===== src/rtl/fft_input_loader_pkg.sv =====
// Shared FFT definitions: frame size, complex word layout and the bit-reverse helper.
// Both the loader and the butterfly stages import these definitions.
package fft_input_loader_pkg;

    localparam int FFT_N_PTS  = 16;
    localparam int FFT_CW     = 64;
    localparam int FFT_AW     = 4;

    // Real part in the upper half, imaginary part in the lower half (IEEE-754 single each).
    localparam int FFT_RE_MSB = 63;
    localparam int FFT_RE_LSB = 32;
    localparam int FFT_IM_MSB = 31;
    localparam int FFT_IM_LSB = 0;

    function automatic logic [FFT_AW-1:0] bitrev4(input logic [FFT_AW-1:0] idx);
        logic [FFT_AW-1:0] r;
        for (int b = 0; b < FFT_AW; b++) begin
            r[b] = idx[FFT_AW-1-b];
        end
        return r;
    endfunction

endpackage


===== src/rtl/fft_input_loader_bitrev_addr.sv =====
// Decodes a natural-order sample index into a one-hot write enable
// addressing the bit-reversed output slot.
module fft_bitrev_addr
    import fft_input_loader_pkg::*;
(
    input  logic [FFT_AW-1:0]    idx,
    input  logic                 en,
    output logic [FFT_N_PTS-1:0] we
);

    logic [FFT_AW-1:0] slot;

    assign slot = bitrev4(idx);

    generate
        for (genvar gi = 0; gi < FFT_N_PTS; gi++) begin : g_we
            assign we[gi] = en && (slot == FFT_AW'(gi));
        end
    endgenerate

endmodule


===== src/rtl/fft_input_loader.sv =====
// Collects 16 serial complex samples and presents them as a parallel,
// bit-reversed frame for the first butterfly stage, with framing-error detection.
module fft_input_loader
    import fft_input_loader_pkg::*;
#(
    parameter int N_PTS = 16,   // only 16 is supported
    parameter int CW    = 64
) (
    input  logic          clk,
    input  logic          rst_n,
    input  logic [CW-1:0] in_data,
    input  logic          in_valid,
    input  logic          in_last,
    output logic          in_ready,
    output logic [CW-1:0] o0,
    output logic [CW-1:0] o1,
    output logic [CW-1:0] o2,
    output logic [CW-1:0] o3,
    output logic [CW-1:0] o4,
    output logic [CW-1:0] o5,
    output logic [CW-1:0] o6,
    output logic [CW-1:0] o7,
    output logic [CW-1:0] o8,
    output logic [CW-1:0] o9,
    output logic [CW-1:0] o10,
    output logic [CW-1:0] o11,
    output logic [CW-1:0] o12,
    output logic [CW-1:0] o13,
    output logic [CW-1:0] o14,
    output logic [CW-1:0] o15,
    output logic          out_valid,
    input  logic          out_ready,
    output logic          err
);

    typedef enum logic {
        FILL = 1'b0,
        HOLD = 1'b1
    } state_e;

    state_e            state_q, state_d;
    logic [FFT_AW-1:0] cnt_q, cnt_d;
    logic              err_q, err_d;
    logic [CW-1:0]     slot_q [N_PTS];
    logic [CW-1:0]     slot_d [N_PTS];
    logic              accept;
    logic [N_PTS-1:0]  we;

    assign in_ready  = (state_q == FILL);
    assign out_valid = (state_q == HOLD);
    assign accept    = in_valid && in_ready;
    assign err       = err_q;

    fft_bitrev_addr u_bitrev_addr (
        .idx (cnt_q),
        .en  (accept),
        .we  (we)
    );

    always_comb begin
        state_d = state_q;
        cnt_d   = cnt_q;
        err_d   = 1'b0;
        unique case (state_q)
            FILL: begin
                if (accept) begin
                    if (cnt_q == FFT_AW'(N_PTS - 1)) begin
                        state_d = HOLD;
                        cnt_d   = '0;
                        err_d   = !in_last;
                    end else if (in_last) begin
                        // Short frame: drop it and restart; the partial slots are never presented.
                        cnt_d = '0;
                        err_d = 1'b1;
                    end else begin
                        cnt_d = cnt_q + 1'b1;
                    end
                end
            end
            HOLD: begin
                if (out_ready) begin
                    state_d = FILL;
                end
            end
            default: state_d = FILL;
        endcase
    end

    generate
        for (genvar gi = 0; gi < N_PTS; gi++) begin : g_slot
            assign slot_d[gi] = we[gi] ? in_data : slot_q[gi];
        end
    endgenerate

    always_ff @(posedge clk) begin
        if (!rst_n) begin
            state_q <= FILL;
            cnt_q   <= '0;
            err_q   <= 1'b0;
            for (int i = 0; i < N_PTS; i++) begin
                slot_q[i] <= '0;
            end
        end else begin
            state_q <= state_d;
            cnt_q   <= cnt_d;
            err_q   <= err_d;
            slot_q  <= slot_d;
        end
    end

    assign o0  = slot_q[0];
    assign o1  = slot_q[1];
    assign o2  = slot_q[2];
    assign o3  = slot_q[3];
    assign o4  = slot_q[4];
    assign o5  = slot_q[5];
    assign o6  = slot_q[6];
    assign o7  = slot_q[7];
    assign o8  = slot_q[8];
    assign o9  = slot_q[9];
    assign o10 = slot_q[10];
    assign o11 = slot_q[11];
    assign o12 = slot_q[12];
    assign o13 = slot_q[13];
    assign o14 = slot_q[14];
    assign o15 = slot_q[15];

endmodule


===== config.mk =====
export PLATFORM = sky130hd
export DESIGN_NAME = fft_input_loader
export DESIGN_NICKNAME = d
export VERILOG_FILES = /design/src/rtl/fft_input_loader_pkg.sv /design/src/rtl/fft_input_loader_bitrev_addr.sv /design/src/rtl/fft_input_loader.sv
export SDC_FILE = /design/constraint.sdc
export NUM_CORES = 2
export LEC_CHECK = 0
export CORE_AREA = 10 10 421 423
export DETAILED_ROUTE_END_ITERATION = 16
export DIE_AREA = 0 0 431 433
export SYNTH_ARGS = -nofsm -noshare
export SYNTH_HDL_FRONTEND = slang
export SYNTH_SLANG_ARGS = --single-unit

===== constraint.sdc =====
create_clock -name clk -period 1.9 [get_ports clk]
set_input_delay 0.38 -clock clk [delete_from_list [all_inputs] [get_ports clk]]
set_output_delay 0.38 -clock clk [all_outputs]
set_load 0.05 [all_outputs]

# Word-level counts from Yosys, hierarchy flattened
# Index checks and enable logic that the tools add are counted.
[classes]
addsub = 1
n_eq_ne = 16
muxes = 8
bitwise_logic = 3
n_reduce_logical = 21
[op_table]
columns = ["op", "count"]
rows = [
  ["4-bit equality test, second input constant", 9],
  ["1-bit logical AND", 17],
  ["4-bit by 3-bit equality test with 1-bit output, second input constant", 4],
  ["4-bit by 2-bit equality test with 1-bit output, second input constant", 2],
  ["4-bit 2-to-1 mux", 2],
  ["1-bit 2-to-1 mux", 5],
  ["4-bit by 1-bit adder with 4-bit output, second input constant", 1],
  ["4-bit by 1-bit equality test with 1-bit output, second input constant", 1],
  ["4-bit zero test", 1],
  ["1-bit inverter", 3],
  ["3-bit OR reduction", 1],
  ["1-bit case mux with 2 select lines", 1],
  ["2-bit AND reduction", 1],
  ["1-bit zero test", 1],
]
[totals]
register_bits = 1030
inputBits = 69
output_inout_bits = 1027
elab_cells = 68

# Longest topological paths before layout
[depth]
depth_word = 4
mapped_depth = 8
ltp_nobuf = 5

# Modules after synthesis
# A second synthesis with hierarchy kept.
[hier_totals]
hier_cells = 3418
hier_area_um2 = 36343.6
[by_module_without_submodules]
columns = ["module", "n_inst", "cells_per_inst", "area_each_um2", "seq_area_each_um2"]
rows = [
  ["fft_input_loader", 1, 3395, 36226.0, 20619.8],
  ["fft_bitrev_addr", 1, 23, 117.6, 0.0],
]

# Worst setup path before layout
# No wires, ideal clock.
[synth_path]
path_kind = "reg2reg"
startpoint = "register state_q (netlist: out_valid)"
endpoint = "register slot_q, in the netlist o4[23]"
setup_time_ns = 0.070
t_arrival_ns = 1.725
required_time_ns = 1.830
slack_ns = 0.105
stages_incl_launch_ff = 7
path_buffers = 3
synth_period_minus_slack_ns = 1.795
cell_sequence = "dfxtp_1 -> buf_2 -> nand3b_1 -> clkbuf_1 -> clkbuf_1 -> o21ai_0 -> a21oi_1"
[synth_between]
elab_chain_len = 3
[synth_lines]
columns = ["element", "line_no", "text"]
rows = [
  ["start: declaration", "fft_input_loader.sv:41", "state_e state_q, state_d;"],
  ["start signal: assignment", "fft_input_loader.sv:104", "state_q <= state_d;"],
  ["1-bit inverter", "-", ""],
  ["1-bit logical AND", "fft_input_loader.sv:51", "assign accept = in_valid && in_ready;"],
  ["1-bit logical AND", "fft_input_loader_bitrev_addr.sv:17", "assign we[gi] = en && (slot == FFT_AW'(gi));"],
  ["end signal: assignment", "fft_input_loader.sv:107", "slot_q <= slot_d;"],
  ["end: declaration", "fft_input_loader.sv:44", "logic [CW-1:0] slot_q [N_PTS];"],
]
# No other way between the ends.
# A chain may end at the register's enable or synchronous reset.

# Worst setup path after layout
[layout_path]
startpoint = "register slot_q, in the netlist o3[5]"
endpoint = "output port o3[5]"
[layout_rtl]
columns = ["element", "line_no", "text"]
rows = [
  ["end: declaration", "fft_input_loader.sv:18", "output logic [CW-1:0] o3,"],
]
# No word-level cell between the ends.

==> reports/summary.txt <==
Status: finished, final reports clean
Rel. slew slack: 59.5%
Min Hold Slack: 0.137 ns
Core Footprint: 169000 um2
Worst clock skew: 0.0369 ns
Register bit total from synthesis: 1030
Routed wire length: 221000 um
Share of layout cells above drive strength 1: 28.0%
H-tree lvl count: 3
Gr usage total: 21.9%
# IOs: 1096
Worst hold endpoint: o14[11]
Max stage delay on crit path: 0.48 ns
Xor/xnor share of the synthesized area: 0.0223%
Hold Path Depth: 4
Largest family of logic cells by synthesized area: compound AO/OA/AOI/OAI gates
Global-route wire length before repair: 302000 um
Max Cap Viol: 0
Multiplexer share of the synthesized area: 0%
Vias in the first global route: 40400
Die Y: 433 um
CP cell instances: buf_4
Crit. End Element: primary output
Worst IR Drop VDD: 0.666 mV
Top Usage Layer GRT: met2
# rows: 151
PD cells: 844 nW/um2
HP Start: in_data[11]
Antenna Nets Post-Route: 0
Maximum clock frequency: 0.537 GHz
Critical path type: flip-flop to primary output
Remaining DRCs: 0
RSZ-0062 raised after global routing: true
R2r worst-path depth: 7
Max Slew Vio Count: 0
Final Hold Violating Endpoints: 0
# setup viols final: 0
Worst-Skew Late Latency: 0.73 ns
Commonest non-fill, non-tap cells in the layout: buf_4, nand3_1, dfxtp_1, a21oi_1, o21ai_0
Synth-to-Final Area Change: 43.8%
Setup TNS: 0 ns
Commonest non-fill, non-tap cell in the layout: buf_4
CTS Sinks: 1030
Pin count of the biggest net entering global routing: 86
Worst Setup Start Kind: flip-flop
Tot Pwr: 47.7 mW
Crit share post-route: 98.0%
Longest Clk Path Bufs: 3
Layout fillers: 17600
Worst path required time: 1.52 ns
Area of the multi-input gates: 15800 um2
Post-Syn Nets: 4925
GP Congestion: 0.844
Critical path's slowest cell: dfxtp_1
Simple-gate share of the synthesized area: 13.5%
Met2 global-route usage: 37.4%
Reg-to-Reg Start: cnt_q[0]
Hold Crit Class: input port to flip-flop
Crit-path max FO: 2
Slew at the pin closest to its max-slew limit: 0.607 ns
GR Util met1: 23.9%
Final Worst Setup Slack: 0.0387 ns
Post-synthesis sequential area ratio: 52.4%
Root Buffer Master: clkbuf_16
Syn Std Cell Area: 39300 um2
Total die area: 187000 um2
Min Tclk post-route: 1.86 ns
Adder-Cell Fraction of Synth Area: 0.159%
Met3 Use GR: 4.94%
CP delay by family, top: flip-flops
Post-place setup slack: -0.624 ns
Crit path buf inv count: 1
Synth cell types: 27
Vias: 43700
Worst-path clk slew: 0.06 ns
Starting density of the core: 23.3%
Port buffer count: 1095
Static Leak: 20.8 nW
Syn Area/Cell: 8.11 um2
Chip Width: 431 um
Initial antenna violation count: 16
Via density per instance: 5.41
Register area: 20600 um2
DRT iter0 DRCs: 5255
Num CTS Buffers: 110
Synth Area in Compound Gates: 26.1%
# nets final: 5827
Reg-to-Reg End: o11[0]
R2R setup slack: 0.09 ns
Grt ovf: 0
Mapped Cells: 4851
Ys Warns: 0
Hpwl dp: 150000 um
Detailed Routing Iterations Pass 1: 6
CP arrival: 1.48 ns
Per-cell routed wire length: 27.4 um
CTS tree: done
## layer usage
layer  wire length (um)  part of all wire (%)
met5                 39                 0.018
met4              18000                   8.2
met3              18300                   8.3
met2             109000                    49
met1              75800                    34
## Yosys cell counts
cell type | instances | area [um2]
a21oi_1 | 1026 | 5130
xor2_1 | 1 | 8.76
o21ai_1 | 69 | 345
or2_1 | 1 | 6.26
nor2b_1 | 3 | 18.8
dfxtp_1 | 1030 | 20600
nand4_1 | 1 | 6.26
ha_1 | 5 | 62.6
a31oi_1 | 3 | 18.8
nand2b_1 | 3 | 18.8
buf_4 | 35 | 263
nand3_1 | 1028 | 5140
nand3b_1 | 5 | 37.5
buf_1 | 40 | 150
inv_1 | 4 | 15.0
nor2_1 | 1 | 3.75
nand2_2 | 1 | 6.26
nand2_1 | 4 | 15.0
and3b_1 | 4 | 35.0
nor3_1 | 1 | 5.00
o22ai_1 | 1 | 6.26
clkbuf_1 | 421 | 1580
and2_1 | 2 | 12.5
or4_1 | 1 | 7.51
o21ai_0 | 955 | 4780
or4b_1 | 1 | 10.0
buf_2 | 205 | 1030
## per-stage QoR
step           util, %  area [um2]  cells
3_5_place_dp      31.3       52900   7847
4_1_cts           33.5       56500   8050
2_1_floorplan        -       39300   4851
5_1_grt           33.5       56500   8059
6_report          33.5       56600   8068
3_3_place_gp      31.3       52900   7847
## final cells by class
type | instances | share of cell area [%]
antenna | 10 | 0.0442
timing repair buffer | 1491 | 24.2
clock inverter | 40 | 0.810
inverter | 4 | 0.0442
tap | 2218 | 4.91
clock buffer | 159 | 5.71
multi-input combinational | 3116 | 27.9
sequential | 1030 | 36.5
## what timing repair did
| item | in CTS | in global routing |
|---|---|---|
| endpoints found under the setup margin | 224 | 157 |
| hold buffers | 1 | 0 |
| gates cloned | 0 | 1 |
| setup buffers | 3 | 8 |
| resized for setup | 561 | 70 |
| hold endpoints to repair | 2 | 0 |
| pin swaps | 0 | 1 |
## worst min-delay path, stage by stage
cell and delay [ns]:
buf_2 0.11, buf_12 0.16, nand3_1 0.08, a21oi_1 0.05
## cell families after synthesis
logic type / Yosys count
compound gates: 2054
xor+xnor: 1
fa+ha+maj: 5
buf+inv: 705
flops: 1030
simple gates: 1056
## worst max path at each step
stage                     slack [ns]     end       from  cells past startpoint
after global routing          -0.007   o4[0]   cnt_q[1]                      8
after CTS                     0.0002  o9[59]     o9[59]                      1
after detailed placement       -0.62  o6[15]   in_valid                      7
after floorplan                 0.10  o4[23]  out_valid                      6
final                           0.04   o3[5]      o3[5]                      1
after global placement         -0.56  o6[30]   in_valid                      7
## power by group
part	switching, mW	total, mW	internal, mW
clock network	9.46	22.2	12.7
registers	0.0773	21.8	21.7
logic	2.69	3.73	1.03
## sequential cells by signal, indices dropped and copies added, names as in the netlist, 64 cells and up
| register | count |
|---|---|
| o0 | 64 |
| o15 | 64 |
| o4 | 64 |
| o8 | 64 |
| o11 | 64 |
| o9 | 64 |
| o12 | 64 |
| o3 | 64 |
| o6 | 64 |
| o10 | 64 |
| o5 | 64 |
| o7 | 64 |
| o2 | 64 |
| o13 | 64 |
| o1 | 64 |
| o14 | 64 |
Power figures use the tool's default switching activity.
